--- src/rtl/serial_adder_seq_pkg.sv ---
// Shared definitions for the bit-serial adder sequencer: FSM encoding, pin bit IDs
// and the counter-width helper.
package serial_adder_seq_pkg;

   localparam logic [1:0] ST_IDLE = 2'd0;
   localparam logic [1:0] ST_RUN  = 2'd1;
   localparam logic [1:0] ST_DONE = 2'd2;

   typedef enum logic [1:0] {
      StIdle = ST_IDLE,
      StRun  = ST_RUN,
      StDone = ST_DONE
   } state_e;

   // Pin positions on the wrapper's io_in / io_out buses
   localparam int unsigned I_CLK_BITID   = 0;
   localparam int unsigned I_RESET_BITID = 1;
   localparam int unsigned I_A_BITID     = 2;
   localparam int unsigned I_B_BITID     = 3;
   localparam int unsigned I_START_BITID = 4;
   localparam int unsigned O_VALID_BITID = 4;
   localparam int unsigned O_DONE_BITID  = 5;
   localparam int unsigned O_CARRY_BITID = 6;
   localparam int unsigned O_SUM_BITID   = 7;

   function automatic int unsigned cnt_width(input int unsigned w);
      return (w > 1) ? $clog2(w) : 1;
   endfunction

endpackage

--- src/rtl/serial_adder_seq_if.sv ---
// Operand/result bundle of the serial adder. With SERIAL_ADDER_SUB_EN defined a
// sub (subtract) request line is added.
interface serial_adder_seq_if #(
   parameter int unsigned WIDTH = 8
) ();
   logic             start;
   logic             a;
   logic             b;
`ifdef SERIAL_ADDER_SUB_EN
   logic             sub;
`endif
   logic             s;
   logic             s_valid;
   logic             c;
   logic             done;
   logic             busy;
   logic [WIDTH-1:0] sum;

   modport master (
`ifdef SERIAL_ADDER_SUB_EN
      output sub,
`endif
      output start, a, b,
      input  s, s_valid, c, done, busy, sum
   );

   modport slave (
`ifdef SERIAL_ADDER_SUB_EN
      input  sub,
`endif
      input  start, a, b,
      output s, s_valid, c, done, busy, sum
   );
endinterface

--- src/rtl/serial_adder_seq_fulladder.sv ---
// One-bit full adder slice used for each serial bit step.
module serial_adder_seq_fulladder (
   input  logic i_a,
   input  logic i_b,
   input  logic i_cin,
   output logic o_s,
   output logic o_cout
);
   assign o_s    = i_a ^ i_b ^ i_cin;
   assign o_cout = (i_a & i_b) | (i_a & i_cin) | (i_b & i_cin);
endmodule

--- src/rtl/serial_adder_seq.sv ---
// Bit-serial adder sequencer: LSB-first operands, serial and parallel sum, final carry.
// Optional subtract mode is enabled with the SERIAL_ADDER_SUB_EN macro.
module serial_adder_seq
   import serial_adder_seq_pkg::*;
#(
   parameter int unsigned WIDTH = 8
) (
   input  logic              i_clk,
   input  logic              i_reset,
   serial_adder_seq_if.slave bus
);
   localparam int unsigned   CW       = cnt_width(WIDTH);
   localparam logic [CW-1:0] LAST_CNT = CW'(WIDTH - 1);

   state_e           r_state;
   logic             r_cy;
   logic [CW-1:0]    r_cnt;
   logic             r_s;
   logic             r_s_valid;
   logic             r_c;
   logic             r_done;
   logic             r_busy;
   logic [WIDTH-1:0] r_sum;

   logic             w_b_eff;
   logic             w_cy_init;
   logic             w_s_next;
   logic             w_cy_next;
   logic [WIDTH-1:0] w_sum_next;

`ifdef SERIAL_ADDER_SUB_EN
   logic r_sub;

   // Subtract mode is latched with start and held for the whole operation
   always_ff @(posedge i_clk or posedge i_reset) begin
      if (i_reset) begin
         r_sub <= 1'b0;
      end else if (bus.start && (r_state != StRun)) begin
         r_sub <= bus.sub;
      end
   end

   assign w_b_eff   = bus.b ^ r_sub;
   assign w_cy_init = bus.sub;
`else
   assign w_b_eff   = bus.b;
   assign w_cy_init = 1'b0;
`endif

   serial_adder_seq_fulladder u_fa (
      .i_a    (bus.a),
      .i_b    (w_b_eff),
      .i_cin  (r_cy),
      .o_s    (w_s_next),
      .o_cout (w_cy_next)
   );

   if (WIDTH > 1) begin : g_shift
      assign w_sum_next = {w_s_next, r_sum[WIDTH-1:1]};
   end else begin : g_single
      assign w_sum_next = w_s_next;
   end

   always_ff @(posedge i_clk or posedge i_reset) begin
      if (i_reset) begin
         r_state   <= StIdle;
         r_cy      <= 1'b0;
         r_cnt     <= '0;
         r_s       <= 1'b0;
         r_s_valid <= 1'b0;
         r_c       <= 1'b0;
         r_done    <= 1'b0;
         r_busy    <= 1'b0;
         r_sum     <= '0;
      end else begin
         case (r_state)
            StRun: begin
               r_s       <= w_s_next;
               r_s_valid <= 1'b1;
               r_sum     <= w_sum_next;
               r_cy      <= w_cy_next;
               if (r_cnt == LAST_CNT) begin
                  r_state <= StDone;
                  r_c     <= w_cy_next;
                  r_done  <= 1'b1;
                  r_busy  <= 1'b0;
               end else begin
                  r_cnt <= r_cnt + 1'b1;
               end
            end
            default: begin
               // IDLE and DONE share the exit path; DONE may restart without a bubble
               r_done    <= 1'b0;
               r_c       <= 1'b0;
               r_s_valid <= 1'b0;
               if (bus.start) begin
                  r_state <= StRun;
                  r_cy    <= w_cy_init;
                  r_cnt   <= '0;
                  r_busy  <= 1'b1;
               end else begin
                  r_state <= StIdle;
               end
            end
         endcase
      end
   end

   assign bus.s       = r_s;
   assign bus.s_valid = r_s_valid;
   assign bus.c       = r_c;
   assign bus.done    = r_done;
   assign bus.busy    = r_busy;
   assign bus.sum     = r_sum;

endmodule

--- src/flat_wrapper.sv ---
// flat-port wrapper written by rule: the top's interface ports become plain ports
module serial_adder_seq_flat import serial_adder_seq_pkg::*;
#(
   parameter int unsigned WIDTH = 8
)
  (i_clk, i_reset, bus_start, bus_a, bus_b, bus_s, bus_s_valid, bus_c, bus_done, bus_busy, bus_sum);
  serial_adder_seq_if #(.WIDTH(WIDTH)) bus_i ();
  input  logic i_clk;
  input  logic i_reset;
  input wire logic [$bits(bus_i.start)-1:0] bus_start;
  input wire logic [$bits(bus_i.a)-1:0] bus_a;
  input wire logic [$bits(bus_i.b)-1:0] bus_b;
  output wire logic [$bits(bus_i.s)-1:0] bus_s;
  output wire logic [$bits(bus_i.s_valid)-1:0] bus_s_valid;
  output wire logic [$bits(bus_i.c)-1:0] bus_c;
  output wire logic [$bits(bus_i.done)-1:0] bus_done;
  output wire logic [$bits(bus_i.busy)-1:0] bus_busy;
  output wire logic [$bits(bus_i.sum)-1:0] bus_sum;
  assign bus_i.start = bus_start;
  assign bus_i.a = bus_a;
  assign bus_i.b = bus_b;
  assign bus_s = bus_i.s;
  assign bus_s_valid = bus_i.s_valid;
  assign bus_c = bus_i.c;
  assign bus_done = bus_i.done;
  assign bus_busy = bus_i.busy;
  assign bus_sum = bus_i.sum;
  serial_adder_seq #(.WIDTH(WIDTH)) u_core (.i_clk(i_clk), .i_reset(i_reset), .bus(bus_i));
endmodule
--- config.mk ---
export PLATFORM = sky130hd
export DESIGN_NAME = serial_adder_seq_flat
export DESIGN_NICKNAME = d
export VERILOG_FILES = /design/src/rtl/serial_adder_seq_pkg.sv /design/src/rtl/serial_adder_seq_if.sv /design/src/rtl/serial_adder_seq_fulladder.sv /design/src/rtl/serial_adder_seq.sv /design/src/flat_wrapper.sv
export SDC_FILE = /design/constraint.sdc
export NUM_CORES = 1
export LEC_CHECK = 0
export CELL_PAD_IN_SITES_DETAIL_PLACEMENT = 0
export CELL_PAD_IN_SITES_GLOBAL_PLACEMENT = 1
export CORE_MARGIN = 4
export CORE_UTILIZATION = 32
export CTS_CLUSTER_DIAMETER = 50
export CTS_CLUSTER_SIZE = 8
export DETAILED_ROUTE_END_ITERATION = 16
export MAX_ROUTING_LAYER = met4
export PLACE_DENSITY_LB_ADDON = 0.15
export SLEW_MARGIN = 15
export SYNTH_ARGS = -nofsm -noshare
export SYNTH_HDL_FRONTEND = slang
export SYNTH_SLANG_ARGS = --single-unit
--- constraint.sdc ---
create_clock -name i_clk -period 1.3 [get_ports i_clk]
set_input_delay 0.26 -clock i_clk [delete_from_list [all_inputs] [get_ports i_clk]]
set_output_delay 0.26 -clock i_clk [all_outputs]
set_load 0.02 [all_outputs]
==> results of run 1 <==
## worst max-delay path, delay by kind of cell (launching register included)
| kind | cells | cell delay [ps] |
|---|---|---|
| adder cells (fa/ha/maj) | 2 | 340 |
| multiplexers | 1 | 250 |
| flip-flops | 1 | 420 |
| AO/OA/AOI/OAI | 1 | 70 |
| AND/OR/NAND/NOR | 1 | 90 |
## how the worst min path moves through the flow
| stage | to | slack [ps] |
|---|---|---|
| CTS | u_core.r_state[1] | 280 |
| global placement | u_core.bus.sum[0] | 460 |
| finish | u_core.r_cnt[2] | 280 |
| floorplan | u_core.bus.busy | 190 |
| global route | u_core.r_cnt[2] | 310 |
| detailed placement | u_core.bus.sum[0] | 470 |
## power by group through the flow
stage          logic, mW  clock network (mW)  registers, mW
3_5_place_dp        1.24                   0          0.925
6_report            1.18               0.275          0.932
3_3_place_gp        1.22                   0          0.922
2_1_floorplan      0.624                   0           1.10
4_1_cts             1.17               0.295          0.917
5_1_grt             1.33               0.324          0.973
## logic make-up after synthesis
kind of cell | after synthesis | synth area share
and+or+nand+nor | 31 | 0.183
DFF | 17 | 0.562
buffers and inverters | 9 | 0.0793
AOI/OAI and AO/OA | 8 | 0.0661
adders and majority gates | 4 | 0.0760
muxes | 2 | 0.0331
## synth_stat cells
cell	instances
o21ai_2	1
inv_1	4
and2_1	1
dfrtp_1	17
nand2b_4	1
fa_1	1
inv_4	1
a22o_1	1
a211oi_1	1
mux2_4	1
ha_1	3
buf_8	1
or3_1	1
o21ai_0	3
buf_4	1
buf_6	1
mux2i_1	1
nand3b_1	2
nand2_1	23
o21ai_1	1
nor2_1	3
buf_2	1
a21oi_1	1
## sequential cells by signal, indices dropped and copies added, names as in the netlist
register            cells
u_core.r_state          2
u_core.bus.sum          7
u_core.bus.s            1
u_core.bus.busy         1
u_core.bus.c            1
u_core.bus.s_valid      1
u_core.r_cnt            3
u_core.r_cy             1
## routing by layer
metal / track usage / vias to the layer above / wire length (µm)
met5: - / - / 0
met1: 0.120 / 257 / 653
met4: 0.0305 / 0 / 8
li1: - / 273 / -
met2: 0.160 / 15 / 612
met3: 0.0437 / 2 / 99
## final cells by class
type / instances / area (µm²)
multi-input cells: 45 / 299
well taps: 28 / 35.0
fillers: 217 / 1210
flip-flops and latches: 17 / 425
inverters: 5 / 21.3
repair buffers: 24 / 211
clock buffers: 4 / 26.3
## what timing repair did
item,4_1_cts,5_1_grt
pin swaps,1,2
gates resized for setup,18,14
hold endpoints to repair,0,0
endpoints found under the setup margin,15,16
buffers inserted,1,0
==> impl_metrics.csv, run 1 <==
group,metric,value,unit
setup_path,criticalPathCategory,"flop to flop",
setup_path,cp_slowest_cell,"dfrtp_1",
setup_path,worst-path-max-fanout,2,
power,ir_worst_vdd,958,µV
synthesis,synth_seq_area_share,0.562,
die,die_h,56.6,µm
setup_path,required,1480,ps
route,viasPerCell,4.45,
die,num_io_pins,18,
run,max_cap_viol_count,0,
setup_path,endpoint,"u_core.r_cnt[0]",
power,power.share.combinational,0.494,
setup_path,crit_chain,"ha_4 > ha_4 > nand3b_1 > o21ai_2 > mux2_4",
synthesis,syn-mean-instance-area,10.7,µm²
timing,hold_ws,283,ps
setup_path,worst_ep_arrival_time,1460,ps
synthesis,synth_fp_nets,80,
timing,final.setup.tns,0,ps
clock_network,clk_path_buf_depth,2,
setup_path,reg2reg_slack,20,ps
route,ant_nets,0,
global_routing,antenna_found_initial,0,
timing,drv_slew,0,
power,clockPowerShare,0.115,
timing,finalSetupViolCount,0,
synthesis,yosys.area.top_type,"dfrtp_1",
global_routing,grt_pass1_wl,2500,µm
die,rows,17,
clock_network,cts_tree,"done",
timing,hold_violations,0,
power,p_leak,0.489,nW
timing,period_share,0.985,
timing,rsz0062_at_grt,"yes",
synthesis,synth_area,757,µm²
placed_design,globalplace.congestion,0.636,
clock_network,htree_num_levels,1,
timing,fin_ws,19.1,ps
route,num_vias,547,
placed_design,place_area,971,µm²
setup_path,crit_path_start_kind,"flop",
global_routing,grt_pass1_vias,557,
setup_path,crit_path_end_kind,"flop",
power,power_frac_seq,0.390,
timing,skew,1.20,ps
cells_and_area,final_util,0.456,
global_routing,grtUsageTotal,0.103,
clock_network,clk_latency,280,ps
synthesis,synthTopCellsByArea,"dfrtp_1 56%, nand2_1 11%, ha_1 5.0%",
power,power.total,2.39,mW
setup_path,r2r_start,"u_core.r_cnt[0]",
worst_hold_path,min_path_type,"input port to async pin",
setup_path,crit_top_cell,"ha_4",
timing,min_period,1280,ps
route,routedWlPerCell,11.2,µm
die,core,2230,µm²
route,routed_wl,1370,µm
cells_and_area,layout_commonest_cell,"nand2_1",
synthesis,yosysTopAreaCellShare,0.562,
global_routing,grt_remaining_overflow,0,
clock_network,ctsHoldBuffers,0,
setup_path,cpPeakStageDelay,420,ps
timing,fmax,781,MHz
placed_design,dp_slack,-260,ps
cells_and_area,fin_area,1020,µm²
cells_and_area,area_growth,34.5,%
cells_and_area,mostFrequentLayoutCells,"23 x nand2_1, 17 x dfrtp_1, 10 x clkdlybuf4s15_1",
die,dieWidth,56.6,µm
setup_path,crit_start,"u_core.r_cnt[0]",
placed_design,dp_cells,118,
synthesis,syn_inst,71,
synthesis,ys_types,23,
run_status,status,"completed",
setup_path,r2r_cells,5,
clock_network,clockRootBuffer,"clkbuf_4",
cells_and_area,nets,105,
cells_and_area,fin_cells,123,
power,powerDensity,2340,nW/µm²
cells_and_area,drive_above_1_share,0.200,
die,start_util,0.339,
synthesis,ys_seq_elements,17,
route,dr.pass1.iters,3,
clock_network,clk_pin_slew,90,ps
cells_and_area,diodes,0,
placed_design,place_hpwl,967,µm
clock_network,cts_sinks,17,
route,drtIter0Drc,6,
power,netSwitchingFraction,0.405,
setup_path,r2r_end,"u_core.r_cnt[0]",
synthesis,synth_warnings,0,
global_routing,grt_max_degree,18,
power,p_int,1.42,mW
timing,relSlewSlack,0.847,
die,die_area,3210,µm²
route,post-route-drc-count,0,
placed_design,numPortBuffers,17,
clock_network,cts_buffers,3,
power,p_sw,0.967,mW
timing,tightest_slew,230,ps
Power figures use the tool's default switching activity.
==> run 2: changes to the inputs <==
Settings changed: CORE_UTILIZATION 32 to 35, CTS_BUF_LIST set to sky130_fd_sc_hd__clkbuf_4 sky130_fd_sc_hd__clkbuf_8, GPL_TIMING_DRIVEN set to 1.
==> run 2 against run 1 <==
Against the previous run: power rose by 1.3%; global-route usage rose by 2.2 points; via count fell by 0.37%; largest cell class unchanged; critical endpoint unchanged; worst hold slack got worse by 14 ps; largest power group unchanged; sequential share of layout area rose by 0.21 points; routed wire length rose by 3.1%; critical path depth did not move; utilization rose by 5.0 points; maximum frequency fell by 0.25%; critical path type unchanged; sequential power fell by 0.8%.
==> impl_metrics.csv, run 2 (synthesis results as in run 1) <==
group,metric,value,unit
timing,skew,6.11,ps
timing,drv_slew,0,
global_routing,grt_pass1_wl,2510,µm
setup_path,r2r_end,"u_core.r_cnt[0]",
setup_path,crit_start,"u_core.r_cnt[0]",
power,p_int,1.43,mW
power,powerDensity,2380,nW/µm²
clock_network,cts_sinks,17,
setup_path,cpLargestDelayFamily,"flip-flops",
power,p_sw,0.987,mW
placed_design,dp_cells,117,
die,die_h,54.5,µm
power,netSwitchingFraction,0.409,
cells_and_area,area_growth,33.9,%
die,rows,16,
power,power.share.combinational,0.491,
setup_path,endpoint,"u_core.r_cnt[0]",
timing,period_share,0.988,
power,ir_worst_vdd,962,µV
placed_design,globalplace.congestion,0.655,
worst_hold_path,min_path_type,"input port to async pin",
timing,rsz0062_at_grt,"yes",
setup_path,cp_num_cells,5,
route,routed_wl,1420,µm
setup_path,crit_path_start_kind,"flop",
run,max_cap_viol_count,0,
route,routedWlPerCell,11.5,µm
die,num_io_pins,18,
clock_network,cts_buffers,3,
power,clockPowerShare,0.126,
setup_path,crit_path_end_kind,"flop",
placed_design,dp_slack,-253,ps
timing,relSlewSlack,0.853,
placed_design,place_hpwl,998,µm
global_routing,grt_max_degree,18,
setup_path,cp_slowest_cell,"dfrtp_1",
global_routing,grt_remaining_overflow,0,
timing,hold_violations,0,
setup_path,r2r_cells,5,
cells_and_area,fin_area,1010,µm²
route,viasPerCell,4.43,
setup_path,crit_buf_inv,0,
timing,fmax,779,MHz
setup_path,worst-path-max-fanout,2,
setup_path,required,1490,ps
setup_path,criticalPathCategory,"flop to flop",
timing,fin_ws,15.8,ps
clock_network,clockRootBuffer,"clkbuf_4",
power,power_frac_seq,0.383,
die,core,2000,µm²
placed_design,numPortBuffers,17,
power,p_leak,0.498,nW
setup_path,cpPeakStageDelay,410,ps
global_routing,grtUsageTotal,0.125,
clock_network,clk_path_buf_depth,2,
clock_network,clk_latency,290,ps
clock_network,cts_tree,"done",
route,drtIter0Drc,2,
cells_and_area,fin_cells,123,
global_routing,antenna_found_initial,0,
setup_path,crit_chain,"ha_2 > ha_4 > nand3b_1 > o21ai_2 > mux2_4",
die,die_area,2970,µm²
setup_path,worst_ep_arrival_time,1470,ps
clock_network,htree_num_levels,1,
timing,finalSetupViolCount,0,
cells_and_area,largest_register_ffs,7,
route,dr.pass1.iters,2,
die,start_util,0.378,
timing,tightest_slew,220,ps
cells_and_area,mostFrequentLayoutCells,"23 x nand2_1, 17 x dfrtp_1, 8 x buf_4",
cells_and_area,layout_commonest_cell,"nand2_1",
setup_path,r2r_start,"u_core.r_cnt[0]",
power,power.total,2.42,mW
route,num_vias,545,
route,ant_nets,0,
cells_and_area,drive_above_1_share,0.260,
die,dieWidth,54.5,µm
cells_and_area,nets,106,
clock_network,clk_pin_slew,100,ps
global_routing,grt_pass1_vias,570,
timing,min_period,1280,ps
cells_and_area,diodes,0,
route,post-route-drc-count,0,
cells_and_area,final_util,0.506,
placed_design,place_area,970,µm²
setup_path,reg2reg_slack,20,ps
run_status,status,"completed",
run 2: cell types whose count changed in the layout (fill, tap and decap cells not counted), sizes merged:
cell	before	now
clkdlybuf4s15	10	5
clkbuf	6	8
dlygate4sd2	1	3
buf	7	9
run 2: routing by layer:
layer | vias up | track usage | share of wire
met1 | 258 | 0.139 | 0.46
li1 | 271 | - | -
met2 | 14 | 0.199 | 0.47
met5 | - | - | 0
met3 | 2 | 0.0599 | 0.060
met4 | 0 | 0.0373 | 0.0092
run 2: power by group through the flow:
stage	Clock, mW	Sequential [mW]	Combinational, mW
4_1_cts	0.322	0.914	1.17
3_5_place_dp	0	0.928	1.24
2_1_floorplan	0	1.10	0.624
6_report	0.305	0.925	1.19
3_3_place_gp	0	0.922	1.23
5_1_grt	0.340	0.965	1.35
run 2: per-stage QoR:
step | setup TNS (ps) | hold slack, ps
floorplan | 0 | 186
global placement | -501 | 457
detailed placement | -610 | 467
CTS | -3.28 | 269
global route | -26.0 | 291
finish | 0 | 269
run 2: how the worst min path moves through the flow:
stage	from	end	slack (ps)	cells after the start
6_report	i_reset	u_core.r_cnt[0]	270	3
5_1_grt	i_reset	u_core.r_cnt[1]	290	3
4_1_cts	i_reset	u_core.r_cnt[0]	270	3
3_5_place_dp	u_core.bus.sum[0]	u_core.bus.sum[0]	470	2
3_3_place_gp	u_core.bus.sum[0]	u_core.bus.sum[0]	460	2
2_1_floorplan	i_reset	u_core.bus.busy	190	1
run 2: layout make-up:
class | count | area, µm²
Multi-Input combinational cell | 45 | 302
Clock buffer | 4 | 30.0
Inverter | 5 | 21.3
Timing Repair Buffer | 25 | 201
Sequential cell | 17 | 425
Fill cell | 197 | 988
Tap cell | 27 | 33.8
run 2: timing repair:
action	in CTS	in global routing
setup buffers	1	1
resized for setup	21	14
hold buffers	0	0
endpoints found under the setup margin	18	12
pin swaps	1	2
run 2: worst reg2reg max path: stages (launching register included):
cell and delay, ps:
dfrtp_1 410, ha_2 210, ha_4 160, nand3b_1 80
o21ai_2 70, mux2_4 250
==> run 3: changes to the inputs <==
Settings changed: CAP_MARGIN set to 10.
==> results of run 3 <==
The final DEF is identical to that of run 2; final timing and power are the same.
